`config.mk`:
```
export PLATFORM = sky130hd
export DESIGN_NAME = pram_loader
export DESIGN_NICKNAME = d
export VERILOG_FILES = /design/src/rtl/pram_loader_pkg.sv /design/src/rtl/pram_loader_wb_timeout_cnt.sv /design/src/rtl/pram_loader.sv
export SDC_FILE = /design/constraint.sdc
export NUM_CORES = 1
export LEC_CHECK = 0
export ABC_AREA = 1
export CAP_MARGIN = 10
export CELL_PAD_IN_SITES_DETAIL_PLACEMENT = 0
export CELL_PAD_IN_SITES_GLOBAL_PLACEMENT = 1
export CORE_ASPECT_RATIO = 1.25
export CORE_MARGIN = 3
export CORE_UTILIZATION = 35
export CTS_BUF_LIST = sky130_fd_sc_hd__clkbuf_8
export DETAILED_ROUTE_END_ITERATION = 8
export DONT_BUFFER_PORTS = 1
export PLACE_DENSITY = 0.78
export RECOVER_POWER = 50
export SYNTH_ARGS = -nofsm -noshare
export SYNTH_HDL_FRONTEND = slang
export SYNTH_SLANG_ARGS = --single-unit
```
`constraint.sdc`:
```
create_clock -name clk_i -period 1.5 [get_ports clk_i]
set_input_delay 0.225 -clock clk_i [delete_from_list [all_inputs] [get_ports clk_i]]
set_output_delay 0.225 -clock clk_i [all_outputs]
set_load 0.05 [all_outputs]
```
`src/rtl/pram_loader_pkg.sv`:
```
// rtl/pram_loader_pkg.sv - shared state encoding and defaults for the PRAM boot loader
package pram_loader_pkg;

    typedef enum logic [2:0] {
        ST_IDLE  = 3'd0,
        ST_REQ   = 3'd1,
        ST_WAIT  = 3'd2,
        ST_WRITE = 3'd3,
        ST_DONE  = 3'd4,
        ST_ERR   = 3'd5
    } state_t;

    localparam int DEFAULT_TIMEOUT_CYC = 255;

    function automatic logic is_busy(input state_t s);
        return (s == ST_REQ) || (s == ST_WAIT) || (s == ST_WRITE);
    endfunction

endpackage

```
`src/rtl/pram_loader_wb_timeout_cnt.sv`:
```
// rtl/pram_loader_wb_timeout_cnt.sv - clearable per-word Wishbone wait counter
module wb_timeout_cnt #(
    parameter int TIMEOUT_CYC = 255
) (
    input  logic clk_i,
    input  logic a_reset_l,
    input  logic clr_i,
    input  logic en_i,
    output logic expired_o
);

    localparam int CW = $clog2(TIMEOUT_CYC + 1);
    localparam logic [CW-1:0] CNT_LAST = CW'(TIMEOUT_CYC - 1);
    localparam logic [CW-1:0] CNT_MAX  = CW'(TIMEOUT_CYC);

    logic [CW-1:0] cnt_q;
    logic [CW-1:0] cnt_d;

    // Saturates so a long run of retries can never wrap back below the limit.
    always_comb begin
        cnt_d = cnt_q;
        if (clr_i) begin
            cnt_d = '0;
        end else if (en_i && (cnt_q != CNT_MAX)) begin
            cnt_d = cnt_q + 1'b1;
        end
    end

    always_ff @(posedge clk_i or negedge a_reset_l) begin
        if (!a_reset_l) begin
            cnt_q <= '0;
        end else begin
            cnt_q <= cnt_d;
        end
    end

    // Flags the cycle whose increment reaches the limit.
    assign expired_o = en_i && (cnt_q >= CNT_LAST);

endmodule

```
`src/rtl/pram_loader.sv`:
```
// rtl/pram_loader.sv - boot-time Wishbone-to-PRAM image copier; PRAM_LOADER_CHKSUM_EN adds a running checksum
module pram_loader
    import pram_loader_pkg::*;
#(
    parameter int INSTR_WIDTH   = 16,
    parameter int ADDR_WIDTH_PC = 12,
    parameter int TIMEOUT_CYC   = DEFAULT_TIMEOUT_CYC
) (
    input  logic                     clk_i,
    input  logic                     a_reset_l,
    input  logic                     init_start_i,
    input  logic [ADDR_WIDTH_PC-1:0] base_adr_i,
    input  logic [ADDR_WIDTH_PC-1:0] load_len_i,
    output logic                     wb_start_o,
    input  logic                     wb_ack_i,
    input  logic                     valid_i,
    input  logic [INSTR_WIDTH-1:0]   data_wb_bus_i,
    output logic                     pram_we_o,
    output logic [ADDR_WIDTH_PC-1:0] pram_adr_o,
    output logic [INSTR_WIDTH-1:0]   pram_data_o,
    output logic                     cpu_stall_o,
    output logic                     busy_o,
    output logic                     done_o,
    output logic                     err_o,
    output logic [INSTR_WIDTH-1:0]   chksum_o
);

    localparam logic [ADDR_WIDTH_PC-1:0] LEN_ONE = ADDR_WIDTH_PC'(1);

    state_t                   state_q, state_d;
    logic [ADDR_WIDTH_PC-1:0] adr_q, adr_d;
    logic [ADDR_WIDTH_PC-1:0] rem_q, rem_d;
    logic [INSTR_WIDTH-1:0]   data_q, data_d;
    logic [ADDR_WIDTH_PC-1:0] pram_adr_q, pram_adr_d;
    logic                     err_q, err_d;
    logic                     wb_start_q, pram_we_q, busy_q, done_q;

    logic start_ok;
    logic word_ok;
    logic tmo_en;
    logic tmo_expired;

    assign start_ok = init_start_i && ((state_q == ST_IDLE) || (state_q == ST_ERR));
    assign word_ok  = (state_q == ST_WAIT) && wb_ack_i && valid_i;
    assign tmo_en   = (state_q == ST_REQ) || ((state_q == ST_WAIT) && !word_ok);

    wb_timeout_cnt #(
        .TIMEOUT_CYC(TIMEOUT_CYC)
    ) u_tmo (
        .clk_i    (clk_i),
        .a_reset_l(a_reset_l),
        .clr_i    (start_ok || word_ok),
        .en_i     (tmo_en),
        .expired_o(tmo_expired)
    );

    always_comb begin
        state_d    = state_q;
        adr_d      = adr_q;
        rem_d      = rem_q;
        data_d     = data_q;
        pram_adr_d = pram_adr_q;
        err_d      = err_q;
        case (state_q)
            ST_IDLE, ST_ERR: begin
                if (init_start_i) begin
                    if (load_len_i != '0) begin
                        adr_d   = base_adr_i;
                        rem_d   = load_len_i;
                        err_d   = 1'b0;
                        state_d = ST_REQ;
                    end else begin
                        state_d = ST_DONE;
                    end
                end
            end
            ST_REQ: begin
                state_d = ST_WAIT;
            end
            // A valid word wins over a coincident expiry; an invalid ack only retries if time remains.
            ST_WAIT: begin
                if (word_ok) begin
                    data_d     = data_wb_bus_i;
                    pram_adr_d = adr_q;
                    state_d    = ST_WRITE;
                end else if (tmo_expired) begin
                    err_d   = 1'b1;
                    state_d = ST_ERR;
                end else if (wb_ack_i) begin
                    state_d = ST_REQ;
                end
            end
            ST_WRITE: begin
                adr_d   = adr_q + 1'b1;
                rem_d   = rem_q - 1'b1;
                state_d = (rem_q == LEN_ONE) ? ST_DONE : ST_REQ;
            end
            ST_DONE: begin
                state_d = ST_IDLE;
            end
            default: begin
                state_d = ST_IDLE;
            end
        endcase
    end

    // Strobes are registered from the next state so they line up with the state they belong to.
    always_ff @(posedge clk_i or negedge a_reset_l) begin
        if (!a_reset_l) begin
            state_q    <= ST_IDLE;
            adr_q      <= '0;
            rem_q      <= '0;
            data_q     <= '0;
            pram_adr_q <= '0;
            err_q      <= 1'b0;
            wb_start_q <= 1'b0;
            pram_we_q  <= 1'b0;
            busy_q     <= 1'b0;
            done_q     <= 1'b0;
        end else begin
            state_q    <= state_d;
            adr_q      <= adr_d;
            rem_q      <= rem_d;
            data_q     <= data_d;
            pram_adr_q <= pram_adr_d;
            err_q      <= err_d;
            wb_start_q <= (state_d == ST_REQ);
            pram_we_q  <= (state_d == ST_WRITE);
            busy_q     <= is_busy(state_d);
            done_q     <= (state_d == ST_DONE);
        end
    end

`ifdef PRAM_LOADER_CHKSUM_EN
    logic [INSTR_WIDTH-1:0] chksum_q, chksum_d;

    always_comb begin
        chksum_d = chksum_q;
        if (start_ok) begin
            chksum_d = '0;
        end else if (state_q == ST_WRITE) begin
            chksum_d = chksum_q + data_q;
        end
    end

    always_ff @(posedge clk_i or negedge a_reset_l) begin
        if (!a_reset_l) begin
            chksum_q <= '0;
        end else begin
            chksum_q <= chksum_d;
        end
    end

    assign chksum_o = chksum_q;
`else
    assign chksum_o = '0;
`endif

    assign wb_start_o  = wb_start_q;
    assign pram_we_o   = pram_we_q;
    assign pram_adr_o  = pram_adr_q;
    assign pram_data_o = data_q;
    assign cpu_stall_o = busy_q;
    assign busy_o      = busy_q;
    assign done_o      = done_q;
    assign err_o       = err_q;

endmodule

```
# Yosys cells after proc, flatten, opt, wreduce, memory -nomap -nowiden
# Index checks and enable logic that the tools add are counted.
[op_classes]
n_eq_ne = 14
add_sub_neg = 3
mux = 20
reduce_logical = 21
order_cmp = 1
[ops]
columns = ["operator", "count"]
rows = [
  ["2-to-1 mux 12 bit", 4],
  ["case mux 12 bit (2 select lines)", 2],
  ["2-to-1 mux 3 bit", 6],
  ["2-to-1 mux 8 bit", 2],
  ["adder 12 x 1 -> 12 bit, second input constant", 1],
  ["equality test 12 x 1 -> 1 bit, second input constant", 1],
  ["equality test 3 x 2 -> 1 bit, second input constant", 4],
  ["case mux 3 bit (4 select lines)", 1],
  ["nonzero test 12 bit", 1],
  ["subtractor 12 x 1 -> 12 bit, second input constant", 1],
  ["adder 8 x 1 -> 8 bit, second input constant", 1],
  ["greater-or-equal comparator 8 bit, second input constant", 1],
  ["inequality test 2 bit, second input constant", 4],
  ["inequality test 8 bit, second input constant", 1],
  ["equality test 3 x 1 -> 1 bit, second input constant", 2],
  ["equality test 3 bit, second input constant", 2],
  ["logical AND 1 bit", 6],
  ["nonzero test 2 bit", 3],
  ["logical OR 1 bit", 5],
  ["AND reduction 5 bit", 1],
  ["2-to-1 mux 1 bit", 4],
  ["logical NOT 3 bit", 1],
  ["AND reduction 3 bit", 1],
  ["case mux 1 bit (2 select lines)", 1],
  ["3 further kinds", 3],
]
[totals]
elab_cells = 70
reg_bits = 68

# Depth between registers and ports, before layout
# Gate-level depths: netlist (run 1).
[depth]
depth_word = 13
mapped_depth = 12
depth_no_buf = 12

# Cells and area by module
# From an unflattened synthesis (run 1), not the netlist that was laid out.
[hier_totals]
cells_unflattened = 522
area_unflattened_um2 = 3833.7
[modules_own_cells]
columns = ["mod", "area_per_inst_um2", "instances", "cells_each", "seq_area_each_um2"]
rows = [
  ["pram_loader", 3305.7, 1, 447, 1501.4],
  ["wb_timeout_cnt", 528.0, 1, 75, 200.2],
]

# Least setup slack after synthesis (run 1)
# Ideal clock, no wire load.
[synth_path]
kind = "flip-flop to flip-flop"
start = "register state_q[2]"
end = "register data_q[10] (netlist: pram_data_o[10])"
slack_ps = 85
t_arrival_ps = 1297
synth_period_minus_slack_ps = 1415
setup_ps = 118
stages_incl_launch_ff = 9
required_ps = 1382
path_cell_list = "dfrtp_1 -> inv_1 -> nand2_1 -> nor2_2 -> nand3_2 -> buf_2 -> buf_4 -> nand2_1 -> nand2_1"
[synth_between]
elab_chain_len = 4
[synth_lines]
columns = ["item", "line_no", "rtl"]
rows = [
  ["start: declaration", "pram_loader.sv:30", "state_t state_q, state_d;"],
  ["start signal: assignment", "pram_loader.sv:121", "state_q <= state_d;"],
  ["equality test 3 x 2 -> 1 bit *", "pram_loader.sv:44, pram_loader.sv:64", ""],
  ["logical AND 1 bit (2 in series)", "pram_loader.sv:44", "assign word_ok = (state_q == ST_WAIT) && wb_ack_i && valid_i;"],
  ["AND reduction 2 bit (no line) *", "-", ""],
  ["end signal: assignment", "pram_loader.sv:124", "data_q <= data_d;"],
  ["end: declaration", "pram_loader.sv:33", "logic [INSTR_WIDTH-1:0] data_q, data_d;"],
]
# Mark *: on every way between the ends. The rest lies on a longest branch, timed or not.
# A chain may end at the register's enable or synchronous reset.

# Worst setup path after layout (run 1)
[layout_path]
start = "register state_q[1]"
end = "register rem_q[9]"
[layout_between]
elab_chain_len = 4
[layout_lines]
columns = ["item", "line_no", "rtl"]
rows = [
  ["equality test 3 bit or logical NOT 3 bit (tied branches)", "pram_loader.sv:64", "case (state_q)"],
  ["OR reduction 2 bit", "pram_loader.sv:64", ""],
  ["inequality test 2 bit (no line) or nonzero test 2 bit (tied branches)", "-", ""],
  ["AND reduction 3 bit (no line)", "-", ""],
  ["end signal: assignment", "pram_loader.sv:123", "rem_q <= rem_d;"],
  ["end: declaration", "pram_loader.sv:32", "logic [ADDR_WIDTH_PC-1:0] rem_q, rem_d;"],
]
# Several ways; a longest one is shown, not always the timed one.

==> qor.yml, run 1 <==
sta:
  finalHoldViolCount: 68
  rsz0062_at_grt: "yes"
  slew_viol_final: 0
  period_minus_slack_ns: 1.474
  setup_viol: 0
  slew_headroom: 0.6413
  clock_skew_ns: 0.007236
  max_freq_mhz: 678.3
  post-route-period-util: 0.9828
  hold_slack_ns: -0.4363
  worst_slew_pin_slew_ns: 0.5404
die:
  io_pins: 95
  die_area_um2: 11860
  initial_core_util: 0.3628
  rows: 41
  die_x_um: 98.01
  core_area_um2: 10210
  die_h_um: 121.0
cts:
  clk_pin_slew_ns: 0.08
  postCtsHoldBufs: 16
  cts_buffer_depth: 2
  cts_root_buf: "clkbuf_8"
  numCtsBuffers: 9
  cts_tree: "done"
  h-tree-depth: 3
  clk_latency_ns: 0.35
  clock-sinks: 68
worst_setup_path:
  cp-end-kind: "flop"
  crit_type: "flop to flop"
  critPathLaunchType: "flop"
  critPathArrivalTime_ns: 1.76
  crit_required_ns: 1.78
  worstPathMaxFanout: 9
detailed_routing:
  dr.first_iter.drc_count: 176
  remaining_drc_errors: 0
  drtPass1Iterations: 5
  wl_um: 9748
  wl_per_cell_um: 14.29
  via_per_inst: 4.827
  dr_total_vias: 3292
  ant_nets: 0
yosys:
  ys_async_sr_fraction: 1.000
  syn_area_um2: 3704
  syn_inst: 488
  synth_edf_count: 0
  ys_types: 34
  ys.flop_type: "dfrtp_1"
  yosysSeqAreaShare: 0.4595
  ys_warn_count: 0
  ys_ff_latch: 68
  avgSynthCellArea_um2: 7.589
pwr:
  p_per_area_nw_per_um2: 2186
  power_w: 0.01013
  swShare: 0.5074
  internal-power_w: 0.004991
  seqPwrFrac: 0.459
  ir_drop_mv: 0.7919
  leakagePower_nw: 2.261
  switching_power_w: 0.005140
  pwr-share-clk: 0.157
  combPwrFrac: 0.384
hold_path:
  hp-class: "input pin to asynchronous set/reset pin"
grt:
  grt_pass1_vias: 3247
  grt-ovfl-total: 0
  grt_max_degree: 69
  antenna_found_initial: 1
  grt_pass1_wl_um: 15550
  grt_usage: 0.1625
placed_design:
  dp.cells: 640
  gp_congestion: 0.8370
  port_buffers: 0
  hpwlAfterDp_um: 6897
outcome:
  violations: "negative hold slack"
  status: "finished with violations"
final_layout:
  regArea_um2: 1703
  multi_input_area_um2: 1789
  area_growth_pct: 25.14
  num-nets-final: 597
  drive_gt1_frac: 0.2156
  n_fill_cell: 998
  stdcell_count: 682
job:
  cap_violations: 0
-- placed cells by master (no fill, tap or decap), types with 2 or more instances in the layout --
cell and instances:
nand2_1 135, dfrtp_1 67, nor2_1 46, inv_1 41
buf_4 35, nand3_1 29, o21ai_0 28, conb_1 16
dlygate4sd3_1 16, a21oi_1 13, inv_2 10, o211ai_1 10
nand2_2 9, nor2_2 9, clkbuf_8 9, nor2_4 6
nand4_1 6, nor3_1 6, o21ai_1 6, nand2_4 5
a21oi_2 4, ha_1 4, buf_6 4, inv_4 3
nand3b_1 3, o22ai_1 3, inv_6 3, buf_12 3
nand3_4 2, or2_2 2, a211oi_1 2, nor3_2 2
clkinv_4 2, buf_8 2
-- layer usage --
metal | track usage | wire length (um)
met5 | 0 | 0
met1 | 0.1962 | 3994
met2 | 0.2636 | 4758
met3 | 0.05175 | 779
met4 | 0.07532 | 216
-- sequential cells by signal, indices dropped and copies added (netlist names) --
signal	count
adr_q	12
busy_o	1
done_o	1
err_o	1
pram_adr_o	12
pram_data_o	16
pram_we_o	1
rem_q	12
state_q	3
u_tmo.cnt_q	8
wb_start_o	1
-- per-stage QoR --
stage	cell area [um2]	util	setup slack, ns	setup TNS (ns)
5_1_grt	4632	0.4537	-0.06353	-0.4791
4_1_cts	4413	0.4323	0.001921	0
2_1_floorplan	3760	-	0.08495	0
3_3_place_gp	4000	0.3918	-0.1000	-0.6701
6_report	4634	0.4540	0.02578	0
3_5_place_dp	4000	0.3918	-0.1589	-1.821
-- final cells by class --
type | count | area share
Timing Repair Buffer | 61 | 0.1215
Inverter | 54 | 0.04536
Antenna cell | 1 | 0.0005400
Sequential cell | 68 | 0.3674
Clock buffer | 9 | 0.02673
Tap cell | 129 | 0.03483
Multi-Input combinational cell | 353 | 0.3861
Clock inverter | 7 | 0.01755
-- Yosys cell counts, types with 5 or more instances --
library cell | n | area [um2]
o21ai_0 | 31 | 155.2
nand4_1 | 6 | 37.54
inv_1 | 50 | 187.7
ha_1 | 5 | 62.56
nand2_1 | 144 | 540.5
nand3_1 | 30 | 150.1
buf_4 | 19 | 142.6
nor3_1 | 8 | 40.04
a21oi_1 | 16 | 80.08
dfrtp_1 | 68 | 1702
nor2_1 | 57 | 214.0
o211ai_1 | 10 | 75.07
-- worst max-delay path: stages (launching register included) --
cell and delay, ns:
dfrtp_1 0.41, inv_2 0.12, nand2_2 0.06, nand2_2 0.08, nand3_4 0.11, nor2_4 0.16, buf_8 0.16, buf_12 0.12
a21oi_2 0.05, o21ai_1 0.13
-- logic make-up (layout without fill, tap and decap cells) --
kind of cell,Yosys count,in the layout,share of synthesized area
buf+inv,82,131,0.1105
flops,68,68,0.4595
xor+xnor,1,1,0.002365
simple gates,263,263,0.3064
fa+ha+maj,5,5,0.01689
compound gates,68,68,0.1034
other cells,1,17,0.001013
-- repair_timing --
| item | CTS | global route |
|---|---|---|
| gates cloned | 0 | 0 |
| setup endpoints to repair | 36 | 60 |
| resized for setup | 12 | 50 |
| hold endpoints to repair | 84 | 68 |
| buffers inserted | 0 | 9 |
| pin swaps | 0 | 17 |
-- path summary, 6_finish.rpt --
| path | start | end | slack, ns | depth (start not counted) |
|---|---|---|---|---|
| hold / removal | a_reset_l | err_o | -0.44 | 0 |
| setup reg to reg | state_q[1] | rem_q[9] | 0.03 | 9 |
| max in group asynchronous | a_reset_l | rem_q[11] | 1.82 | 0 |
| hold reg to reg | rem_q[11] | rem_q[11] | 0.52 | 2 |
| setup / recovery | state_q[1] | rem_q[9] | 0.03 | 9 |
| min in group clk_i | base_adr_i[5] | adr_q[5] | 0.02 | 2 |
-- power groups by stage --
stage / combinational (W) / clock, W / sequential, W
after floorplan: 0.00233 / 0 / 0.00459
after global placement: 0.00329 / 0 / 0.00465
final: 0.00390 / 0.00159 / 0.00465
after CTS: 0.00351 / 0.00163 / 0.00464
after global routing: 0.00439 / 0.00171 / 0.00476
after detailed placement: 0.00337 / 0 / 0.00467
No activity file was read; power rests on OpenSTA's default activity.
==> inputs of run 2 (changes only) <==
--- a/config.mk
+++ b/config.mk
@@ -13,6 +13,7 @@
 export CORE_MARGIN = 3
 export CORE_UTILIZATION = 35
 export CTS_BUF_LIST = sky130_fd_sc_hd__clkbuf_8
+export CTS_CLUSTER_SIZE = 16
 export DETAILED_ROUTE_END_ITERATION = 8
 export DONT_BUFFER_PORTS = 1
 export PLACE_DENSITY = 0.78
==> results of run 2 <==
The final DEF is identical to that of run 1; final timing and power are the same.
